===== src/rtl/latch_bank_write_sched_pkg.sv =====
// Shared definitions for the latch-bank write scheduler.
//  - state_t : write-sequence FSM encoding (3 bits)
//  - clog2   : counter/pointer width helper, never returns less than 1
package latch_bank_write_sched_pkg;

  typedef enum logic [2:0] {
    IDLE   = 3'd0,
    SETUP  = 3'd1,
    ENABLE = 3'd2,
    HOLD   = 3'd3,
    ACK    = 3'd4
  } state_t;

  function automatic int clog2(input int v);
    int w;
    w = 1;
    while ((1 << w) < v) w++;
    return w;
  endfunction

endpackage


===== src/rtl/latch_bank_write_sched_if.sv =====
// Bus between the requesters and the scheduler, plus the latch-bank drive.
//  master : requester side (drives req/wr_addr/wr_data, observes the rest)
//  slave  : scheduler side
//  req      NREQ        level write request per requester
//  wr_addr  NREQ*AW     requester i address at [i*AW +: AW]
//  wr_data  NREQ*WIDTH  requester i data at [i*WIDTH +: WIDTH]
//  grant    NREQ        one-hot current owner
//  ack      NREQ        one-cycle completion pulse
//  err      1           out-of-range address, pulses with ack
//  busy     1           scheduler not idle
//  latch_d  WIDTH       shared latch data bus
//  latch_en DEPTH       one-hot latch enables
interface latch_bank_write_sched_if #(
  parameter int NREQ  = 4,
  parameter int WIDTH = 8,
  parameter int DEPTH = 4,
  parameter int AW    = 2
);
  logic [NREQ-1:0]       req;
  logic [NREQ*AW-1:0]    wr_addr;
  logic [NREQ*WIDTH-1:0] wr_data;
  logic [NREQ-1:0]       grant;
  logic [NREQ-1:0]       ack;
  logic                  err;
  logic                  busy;
  logic [WIDTH-1:0]      latch_d;
  logic [DEPTH-1:0]      latch_en;

  modport master (output req, wr_addr, wr_data,
                  input  grant, ack, err, busy, latch_d, latch_en);
  modport slave  (input  req, wr_addr, wr_data,
                  output grant, ack, err, busy, latch_d, latch_en);
endinterface


===== src/rtl/latch_bank_write_sched_rr_arbiter.sv =====
// Combinational round-robin arbiter.
//  req : request vector
//  ptr : highest-priority index; search wraps from ptr upward
//  win : one-hot winner, zero when no request
module rr_arbiter
  import latch_bank_write_sched_pkg::*;
#(
  parameter int NREQ = 4
) (
  input  logic [NREQ-1:0]        req,
  input  logic [clog2(NREQ)-1:0] ptr,
  output logic [NREQ-1:0]        win
);
  int   idx;
  logic found;

  always_comb begin
    win   = '0;
    found = 1'b0;
    idx   = 0;
    for (int k = 0; k < NREQ; k++) begin
      idx = int'(ptr) + k;
      if (idx >= NREQ) idx = idx - NREQ;
      if (!found && req[idx]) begin
        win[idx] = 1'b1;
        found    = 1'b1;
      end
    end
  end
endmodule


===== src/rtl/latch_bank_write_sched.sv =====
// Write scheduler for a bank of DEPTH level-sensitive latches.
// Arbitrates NREQ requesters round-robin and runs each write through
// IDLE -> SETUP -> ENABLE(xEN_CYC) -> HOLD -> ACK. Every output is a flop,
// so latch_en cannot glitch; latch_d only moves on the grant edge and
// latch_en only moves on later edges, so transparency never sees a data edge.
//  clock/reset : rising-edge clock, async active-high reset
//  bus         : slave side of latch_bank_write_sched_if
module latch_bank_write_sched
  import latch_bank_write_sched_pkg::*;
#(
  parameter int NREQ   = 4,
  parameter int WIDTH  = 8,
  parameter int DEPTH  = 4,
  parameter int AW     = 2,
  parameter int EN_CYC = 1
) (
  input  logic                    clock,
  input  logic                    reset,
  latch_bank_write_sched_if.slave bus
);
  localparam int PW = clog2(NREQ);
  localparam int CW = clog2(EN_CYC);

  state_t            state, state_n;
  logic [NREQ-1:0]   grant_q, grant_n, ack_q, ack_n, win;
  logic [AW-1:0]     addr_q, addr_n;
  logic [WIDTH-1:0]  d_q, d_n;
  logic [DEPTH-1:0]  en_q, en_n, dec;
  logic              err_q, err_n, busy_q, busy_n, oob;
  logic [PW-1:0]     ptr, ptr_n, win_idx;
  logic [CW-1:0]     cnt, cnt_n;

  rr_arbiter #(.NREQ(NREQ)) u_arb (.req(bus.req), .ptr(ptr), .win(win));

  // one-hot winner back to an index for operand select and pointer update
  always_comb begin
    win_idx = '0;
    for (int i = 0; i < NREQ; i++)
      if (win[i]) win_idx = PW'(i);
  end

  // decode from the captured address; out-of-range leaves every enable low
  always_comb begin
    for (int d = 0; d < DEPTH; d++) dec[d] = (addr_q == AW'(d));
  end
  assign oob = int'(addr_q) >= DEPTH;

  always_comb begin
    state_n = state;
    grant_n = grant_q;
    addr_n  = addr_q;
    d_n     = d_q;
    ptr_n   = ptr;
    cnt_n   = cnt;
    en_n    = '0;
    ack_n   = '0;
    err_n   = 1'b0;
    case (state)
      IDLE: if (|bus.req) begin
        state_n = SETUP;
        grant_n = win;
        addr_n  = bus.wr_addr[win_idx*AW +: AW];
        d_n     = bus.wr_data[win_idx*WIDTH +: WIDTH];
        ptr_n   = (win_idx == PW'(NREQ-1)) ? '0 : win_idx + 1'b1;
      end
      SETUP: begin
        state_n = ENABLE;
        cnt_n   = '0;
        en_n    = dec;
      end
      ENABLE: begin
        if (cnt == CW'(EN_CYC-1)) state_n = HOLD;
        else begin
          cnt_n = cnt + 1'b1;
          en_n  = dec;
        end
      end
      HOLD: begin
        state_n = ACK;
        ack_n   = grant_q;
        err_n   = oob;
      end
      ACK: begin
        state_n = IDLE;
        grant_n = '0;
      end
      default: state_n = IDLE;
    endcase
    busy_n = (state_n != IDLE);
  end

  always_ff @(posedge clock or posedge reset) begin
    if (reset) begin
      state   <= IDLE;
      grant_q <= '0;
      addr_q  <= '0;
      d_q     <= '0;
      ptr     <= '0;
      cnt     <= '0;
      en_q    <= '0;
      ack_q   <= '0;
      err_q   <= 1'b0;
      busy_q  <= 1'b0;
    end else begin
      state   <= state_n;
      grant_q <= grant_n;
      addr_q  <= addr_n;
      d_q     <= d_n;
      ptr     <= ptr_n;
      cnt     <= cnt_n;
      en_q    <= en_n;
      ack_q   <= ack_n;
      err_q   <= err_n;
      busy_q  <= busy_n;
    end
  end

  assign bus.grant    = grant_q;
  assign bus.ack      = ack_q;
  assign bus.err      = err_q;
  assign bus.busy     = busy_q;
  assign bus.latch_d  = d_q;
  assign bus.latch_en = en_q;
endmodule


===== src/flat_wrapper.sv =====
// flat-port wrapper written by rule: the top's interface ports become plain ports
module latch_bank_write_sched_flat import latch_bank_write_sched_pkg::*;
#(
  parameter int NREQ   = 4,
  parameter int WIDTH  = 8,
  parameter int DEPTH  = 4,
  parameter int AW     = 2,
  parameter int EN_CYC = 1
)
  (clock, reset, bus_req, bus_wr_addr, bus_wr_data, bus_grant, bus_ack, bus_err, bus_busy, bus_latch_d, bus_latch_en);
  latch_bank_write_sched_if #(.NREQ(NREQ), .WIDTH(WIDTH), .DEPTH(DEPTH), .AW(AW)) bus_i ();
  input  logic clock;
  input  logic reset;
  input wire logic [$bits(bus_i.req)-1:0] bus_req;
  input wire logic [$bits(bus_i.wr_addr)-1:0] bus_wr_addr;
  input wire logic [$bits(bus_i.wr_data)-1:0] bus_wr_data;
  output wire logic [$bits(bus_i.grant)-1:0] bus_grant;
  output wire logic [$bits(bus_i.ack)-1:0] bus_ack;
  output wire logic [$bits(bus_i.err)-1:0] bus_err;
  output wire logic [$bits(bus_i.busy)-1:0] bus_busy;
  output wire logic [$bits(bus_i.latch_d)-1:0] bus_latch_d;
  output wire logic [$bits(bus_i.latch_en)-1:0] bus_latch_en;
  assign bus_i.req = bus_req;
  assign bus_i.wr_addr = bus_wr_addr;
  assign bus_i.wr_data = bus_wr_data;
  assign bus_grant = bus_i.grant;
  assign bus_ack = bus_i.ack;
  assign bus_err = bus_i.err;
  assign bus_busy = bus_i.busy;
  assign bus_latch_d = bus_i.latch_d;
  assign bus_latch_en = bus_i.latch_en;
  latch_bank_write_sched #(.NREQ(NREQ), .WIDTH(WIDTH), .DEPTH(DEPTH), .AW(AW), .EN_CYC(EN_CYC)) u_core (.clock(clock), .reset(reset), .bus(bus_i));
endmodule

===== config.mk =====
export PLATFORM = sky130hd
export DESIGN_NAME = latch_bank_write_sched_flat
export DESIGN_NICKNAME = d
export VERILOG_FILES = /design/src/rtl/latch_bank_write_sched_pkg.sv /design/src/rtl/latch_bank_write_sched_if.sv /design/src/rtl/latch_bank_write_sched_rr_arbiter.sv /design/src/rtl/latch_bank_write_sched.sv /design/src/flat_wrapper.sv
export SDC_FILE = /design/constraint.sdc
export NUM_CORES = 1
export LEC_CHECK = 0
export CORE_MARGIN = 1.5
export CORE_UTILIZATION = 45
export CTS_BUF_LIST = sky130_fd_sc_hd__clkbuf_2
export CTS_CLUSTER_DIAMETER = 100
export DETAILED_ROUTE_END_ITERATION = 12
export GPL_TIMING_DRIVEN = 0
export MAX_ROUTING_LAYER = met4
export PLACE_DENSITY = 0.89
export SYNTH_ARGS = -nofsm -noshare
export SYNTH_HDL_FRONTEND = slang
export SYNTH_SLANG_ARGS = --single-unit

===== constraint.sdc =====
create_clock -name clock -period 7.7 [get_ports clock]
set_clock_uncertainty 0.2 [all_clocks]
set_input_delay 2.31 -clock clock [delete_from_list [all_inputs] [get_ports clock]]
set_output_delay 2.31 -clock clock [all_outputs]
set_load 0.005 [all_outputs]

# --- Yosys cells after proc, flatten, opt, wreduce, memory -nomap -nowiden ---
# Cells that the tools add are included.
# Widths: inputs -> output; s select.
totals:
  register_bits: 29
  latch_bits: 0
  ram_bits: 0
  romBits: 0
  in_bits: 46
  output_inout_bits: 22
  elab_cells: 107
  n_memories: 0
classes:
  n_addsub: 9
  multipliers: 0
  n_div: 0
  n_lt_le_gt_ge: 12
  eq_ne: 9
  n_shift: 2
  n_mux: 45
  bitwise: 3
  reduce_logical: 18
ops:
  columns: ["cell", "count"]
  rows:
  - ["$ge 32x1->1 const B", 4]
  - ["$lt 32x4->1 const B", 4]
  - ["$mux 32", 4]
  - ["$shiftx 32x6->8", 1]
  - ["$mux 4", 7]
  - ["$mux 1", 17]
  - ["$pmux 4 s2", 2]
  - ["$or 4x4->4", 3]
  - ["$pmux 3 s4", 1]
  - ["$sub 3x3->4 const B", 3]
  - ["$ge 3x3->1 const B", 3]
  - ["$bmux 1 s2", 4]
  - ["$demux 1 s2", 4]
  - ["$shiftx 8x4->2", 1]
  - ["$logic_and 1x1->1", 7]
  - ["$add 2x2->3 const B", 2]
  - ["$eq 2x2->1 const B", 3]
  - ["$eq 3x2->1 const B", 2]
  - ["$mux 2", 3]
  - ["$mux 3", 2]
  - ["$reduce_and 2->1", 2]
  - ["$reduce_bool 2->1", 2]
  - ["$reduce_or 4->1", 1]
  - ["$sub 2x3->4 const B", 1]
  - ["13 further kinds", 15]

# --- Longest topological paths before layout ---
depth:
  word_depth: 20
  depth_mapped: 10

# --- Modules after synthesis ---
# A second synthesis with hierarchy kept.
unflattened:
  hier_cells: 152
  hier_area_um2: 1729.2
modules_own_cells:
  columns: ["mod", "n_inst", "cells_each", "area_each_um2", "seq_area_each_um2"]
  rows:
  - ["latch_bank_write_sched", 1, 114, 1371.3, 700.7]
  - ["rr_arbiter", 1, 38, 357.8, 0.0]

# --- Worst setup path before layout ---
# No wires, ideal clock.
synth_path:
  path_type: "input to register"
  from: "input port bus_req[3]"
  to: "register u_core.addr_q[0]"
  setup_time_ns: 0.138
  arrival_ns: 3.821
  required_ns: 7.362
  slack_ns: 3.541
  cell_stages: 8
  cell_sequence: "mux4_2 buf_6 nor4b_4 nand2_1 o21ai_2 buf_12 mux2i_1 o211ai_1"
synth_via:
  elab_chain_cells: 17
  word_cells_on_any_way: 34
  cone_classes: "shift (1); mux (22); bitwise (3); reduce/logical (8)"
synth_rtl:
  columns: ["item", "line", "source"]
  rows:
  - ["start: declaration", "flat_wrapper.sv:14", "input wire logic [$bits(bus_i.req)-1:0] bus_req;"]
  - ["$bmux 1 s2", "latch_bank_write_sched_rr_arbiter.sv:24", "if (!found && req[idx]) begin"]
  - ["$mux 1 (not written as such) (2 in series)", "latch_bank_write_sched_rr_arbiter.sv:24", null]
  - ["$mux 1", "latch_bank_write_sched_rr_arbiter.sv:24", null]
  - ["$logic_not 1->1", "latch_bank_write_sched_rr_arbiter.sv:24", null]
  - ["$logic_and 1x1->1", "latch_bank_write_sched_rr_arbiter.sv:24", null]
  - ["$mux 1", "latch_bank_write_sched_rr_arbiter.sv:24", null]
  - ["$logic_not 1->1", "latch_bank_write_sched_rr_arbiter.sv:24", null]
  - ["$logic_and 1x1->1", "latch_bank_write_sched_rr_arbiter.sv:24", null]
  - ["$mux 1", "latch_bank_write_sched_rr_arbiter.sv:24", null]
  - ["$logic_not 1->1", "latch_bank_write_sched_rr_arbiter.sv:24", null]
  - ["$logic_and 1x1->1", "latch_bank_write_sched_rr_arbiter.sv:24", null]
  - ["$mux 4", "latch_bank_write_sched_rr_arbiter.sv:24", null]
  - ["$mux 1", "latch_bank_write_sched.sv:39", "if (win[i]) win_idx = PW'(i);"]
  - ["$mux 2 (2 in series)", "latch_bank_write_sched.sv:39", null]
  - ["$shiftx 8x4->2", "latch_bank_write_sched.sv:62", "addr_n = bus.wr_addr[win_idx*AW +: AW];"]
  - ["end signal: assignment", "latch_bank_write_sched.sv:107", "addr_q <= addr_n;"]
  - ["end: declaration", "latch_bank_write_sched.sv:26", "logic [AW-1:0] addr_q, addr_n;"]
# Several ways; a longest one is shown, not always the timed one. The select of a mux whose other input is x is not followed.
# A chain may end at the register's enable or synchronous reset.

# --- Final worst setup path ---
layout_path:
  from: "input port bus_req[1]"
  to: "register u_core.d_q[3] (netlist: u_core.bus.latch_d[3])"
layout_via:
  elab_chain_cells: 17
  word_cells_on_any_way: 34
  cone_classes: "shift (1); mux (22); bitwise (3); reduce/logical (8)"
layout_rtl:
  columns: ["item", "line", "source"]
  rows:
  - ["$bmux 1 s2", "latch_bank_write_sched_rr_arbiter.sv:24", null]
  - ["$mux 1 (not written as such) (2 in series)", "latch_bank_write_sched_rr_arbiter.sv:24", null]
  - ["$mux 1", "latch_bank_write_sched_rr_arbiter.sv:24", null]
  - ["$logic_not 1->1", "latch_bank_write_sched_rr_arbiter.sv:24", null]
  - ["$logic_and 1x1->1", "latch_bank_write_sched_rr_arbiter.sv:24", null]
  - ["$mux 1", "latch_bank_write_sched_rr_arbiter.sv:24", null]
  - ["$logic_not 1->1", "latch_bank_write_sched_rr_arbiter.sv:24", null]
  - ["$logic_and 1x1->1", "latch_bank_write_sched_rr_arbiter.sv:24", null]
  - ["$mux 1", "latch_bank_write_sched_rr_arbiter.sv:24", null]
  - ["$logic_not 1->1", "latch_bank_write_sched_rr_arbiter.sv:24", null]
  - ["$logic_and 1x1->1", "latch_bank_write_sched_rr_arbiter.sv:24", null]
  - ["$mux 4", "latch_bank_write_sched_rr_arbiter.sv:24", null]
  - ["$mux 1", "latch_bank_write_sched.sv:39", null]
  - ["$mux 2 (2 in series)", "latch_bank_write_sched.sv:39", null]
  - ["$shiftx 32x6->8", "latch_bank_write_sched.sv:63", "d_n = bus.wr_data[win_idx*WIDTH +: WIDTH];"]
  - ["end signal: assignment", "latch_bank_write_sched.sv:108", "d_q <= d_n;"]
  - ["end: declaration", "latch_bank_write_sched.sv:27", "logic [WIDTH-1:0] d_q, d_n;"]
# Several ways; a longest one is shown, not always the timed one. The select of a mux whose other input is x is not followed.

==> results.sh <==
export IMPL_status="finished clean"
export IMPL_syn_area_sq_um=1788
export IMPL_yosysSeqAreaShare_pct=39.19
export IMPL_setup_viol=0
export IMPL_grtUsageTotal_pct=22.28
export IMPL_fin_nets=301
export IMPL_wl_microns=4335
export IMPL_place_hpwl_microns=3246
export IMPL_vias_per_cell=5.651
export IMPL_clk_transition_reported_paths_ps=270
export IMPL_post_drt_wl_per_cell_microns=14.69
export IMPL_critPathRequiredTime_ps=7790
export IMPL_worst_setup_path_end_kind="flop"
export IMPL_cts_sinks=28
export IMPL_gp_congestion=0.8665
export IMPL_synth_warnings=0
export IMPL_irDropWorstVdd_uv=208.3
export IMPL_critPathBufInv=2
export IMPL_ys_types=42
export IMPL_grt_max_degree=29
export IMPL_antenna_found_initial=0
export IMPL_syn2layout_area_growth_pct=41.36
export IMPL_core_area_sq_um=3744
export IMPL_avgSynthCellArea_sq_um=10.10
export IMPL_synth_edf_count=0
export IMPL_grt_pass1_wl_microns=7403
export IMPL_holdCritPathClass="flop to flop"
export IMPL_whs_endpoint="u_core.bus.latch_en[1]$_DFF_PP0_"
export IMPL_path_cells="clkdlybuf4s50_1 > nor4_1 > nor4_1 > clkbuf_1 > nand4_1 > o211ai_1"
export IMPL_numCtsBuffers=3
export IMPL_clock_latency_ps=360
export IMPL_r2r_end="u_core.bus.latch_d[3]$_DFFE_PP0P_"
export IMPL_worst_pin_slew_ps=1032
export IMPL_grt_pass1_vias=1622
export IMPL_cpMostUsedCell="nor4_1"
export IMPL_fmax_mhz=199.3
export IMPL_finalSetupTns_ps=0
export IMPL_finalHoldViolations=0
export IMPL_multiInputGateArea_sq_um=987.2
export IMPL_cts_hold_buf=0
export IMPL_cp_slowest_cell="nor4_1"
export IMPL_reg2reg_depth=8
export IMPL_diodes=0
export IMPL_route_detailed_drc=0
export IMPL_cp_arrival_ps=5110
export IMPL_cts_root_buf="clkbuf_2"
export IMPL_dr_pass1_iters=4
export IMPL_fp_dieW_microns=66.04
export IMPL_grt_overflow=0
export IMPL_reg2reg_from="u_core.ptr[1]$_DFFE_PP0P_"
export IMPL_htree_levels=1
export IMPL_rsz0062_at_grt="no"
export IMPL_cts_resized=0
export IMPL_pin_count=68
export IMPL_cpLargestDelayFamily="simple AND/OR/NAND/NOR gates"
export IMPL_start_kind="primary input"
export IMPL_period_needed_ps=5019
export IMPL_cpPeakStageDelay_ps=650
export IMPL_synthTopCellsByArea="dfrtp_1 (39%), mux2i_1 (7.8%), ha_1 (4.9%)"
export IMPL_cts_tree="yes"
export IMPL_relSlewSlack_pct=31.14
export IMPL_critical_path_class="primary input to flop"
export IMPL_cts_setup_buffers=0
export IMPL_min_period_over_period_pct=65.18
export IMPL_initial_core_util_pct=47.76
export IMPL_utilization_pct=67.51
export IMPL_synth_net_count=230
export IMPL_async_flop_share_pct=100.0
export IMPL_leakagePower_nw=1.043
export IMPL_power_density_nw_per_um2=379.1
export IMPL_regArea_sq_um=700.7
export IMPL_min_from="u_core.addr_q[1]$_DFFE_PP0P_"
export IMPL_drt_iter0_drc=68
export IMPL_dieArea_sq_um=4361
export IMPL_vias=1667
export IMPL_worst_path_stages=6
export IMPL_synth_top_cell_by_area="dfrtp_1"
export IMPL_synth_cells=177
export IMPL_numPortBuffers=66
export IMPL_slew_violations=0
export IMPL_path_max_fanout=10
export IMPL_fillers=314
export IMPL_cts_buffer_depth=2
export IMPL_fp_dieH_microns=66.04
export IMPL_ys_ff_latch=28
export IMPL_yosysTopAreaCellShare_pct=39.19
export IMPL_row_count=22
export IMPL_reg2reg_slack_ps=4070
export IMPL_cap_violations=0
export IMPL_hold_depth=1
export IMPL_ant_nets=0
export IMPL_drive_above_1_share_pct=5.668
export IMPL_synth_ff_type="dfrtp_1"
layout by cell type, fill, tap and decap left out, types with 2 or more instances in the layout:
cell type / n
ha_1: 7
nor2_1: 6
a211oi_1: 3
buf_4: 2
inv_1: 4
o211ai_1: 10
a21oi_1: 4
clkbuf_1: 6
mux4_2: 3
nor2b_1: 13
buf_6: 2
a32oi_1: 2
nand2b_1: 3
o31ai_1: 2
o21ai_0: 5
nor3b_1: 3
nor3_1: 2
clkdlybuf4s50_1: 66
a31oi_1: 10
o22ai_1: 2
dfrtp_1: 28
nand2_1: 20
nand3b_1: 2
and2_1: 4
mux2i_1: 14
nor4_1: 3
clkbuf_2: 3
worst register-to-register path: cells and delay by family, from the launching register on:
kind	cells	cell delay, ps
AND/OR/NAND/NOR	1	460
adder cells (fa/ha/maj)	1	430
buffers and inverters	2	480
multiplexers	1	640
flip-flops	1	500
AO/OA/AOI/OAI	3	870
state kept, by name, indices dropped and copies added (netlist names):
signal,flops
u_core.state,3
u_core.ptr,2
u_core.bus.ack,4
u_core.bus.latch_d,8
u_core.bus.busy,1
u_core.addr_q,2
u_core.bus.latch_en,4
u_core.bus.grant,4
how the worst max path moves through the flow:
stage / end / start / slack, ps
4_1_cts: u_core.bus.latch_d[3]$_DFFE_PP0P_ / bus_req[1] / 2680
6_report: u_core.bus.latch_d[3]$_DFFE_PP0P_ / bus_req[1] / 2680
3_5_place_dp: u_core.bus.latch_d[3]$_DFFE_PP0P_ / bus_req[0] / 2300
2_1_floorplan: u_core.addr_q[0]$_DFFE_PP0P_ / bus_req[3] / 3540
3_3_place_gp: u_core.bus.latch_d[2]$_DFFE_PP0P_ / bus_req[0] / 2310
5_1_grt: u_core.bus.latch_d[0]$_DFFE_PP0P_ / bus_req[1] / 2390
cell usage after synthesis, types with 3 or more instances:
| library cell | n |
|---|---|
| ha_1 | 7 |
| nor2_1 | 6 |
| nand2b_1 | 3 |
| and2_1 | 4 |
| mux2i_1 | 14 |
| nor4_1 | 3 |
| nor3b_1 | 3 |
| clkbuf_1 | 6 |
| mux4_2 | 3 |
| o21ai_0 | 5 |
| inv_1 | 4 |
| a31oi_1 | 10 |
| dfrtp_1 | 28 |
| a21oi_1 | 4 |
| a211oi_1 | 3 |
| o211ai_1 | 10 |
| nor2b_1 | 13 |
| nand2_1 | 20 |
routing by layer:
metal,up-vias,GRT usage (%),wire [microns]
met5,-,-,0
met4,0,4.082,19
met3,4,3.748,314
met2,70,39.90,2263
met1,800,26.69,1739
li1,793,-,-
stage by stage:
step	cells	power (mW)	hold slack, ps	instance area [sq um]	worst slack, ps
finish	295	0.9581	311.7	2527	2681
global route	295	1.039	329.8	2527	2388
CTS	295	0.9563	309.5	2527	2679
detailed placement	291	0.9017	278.9	2509	2297
global placement	291	0.8809	272.4	2509	2313
floorplan	177	0.6955	248.0	1788	3541
report_power, final:
group / total, mW / internal (mW) / switching (mW)
logic: 0.661 / 0.328 / 0.333
registers: 0.242 / 0.207 / 0.0348
clock network: 0.0551 / 0.0113 / 0.0438
cell type report:
class	count	share of cell area, %
Clock buffer	3	0.5941
Inverter	4	0.5941
Multi-Input combinational cell	133	39.06
Clock inverter	1	0.1485
Sequential cell	28	27.72
Tap cell	48	2.376
Buffer	12	3.366
Timing Repair Buffer	66	26.14
kinds of logic after synthesis:
kind of cell	count (synthesis)	share of synthesized area (%)
buffers and inverters	16	5.597
adder cells (fa/ha/maj)	7	4.898
XOR/XNOR	1	0.4899
AO/OA/AOI/OAI	44	16.73
AND/OR/NAND/NOR	62	19.80
multiplexers	18	13.09
flip-flops	28	39.19
other	1	0.2097
(Power assumes the default switching activity.)
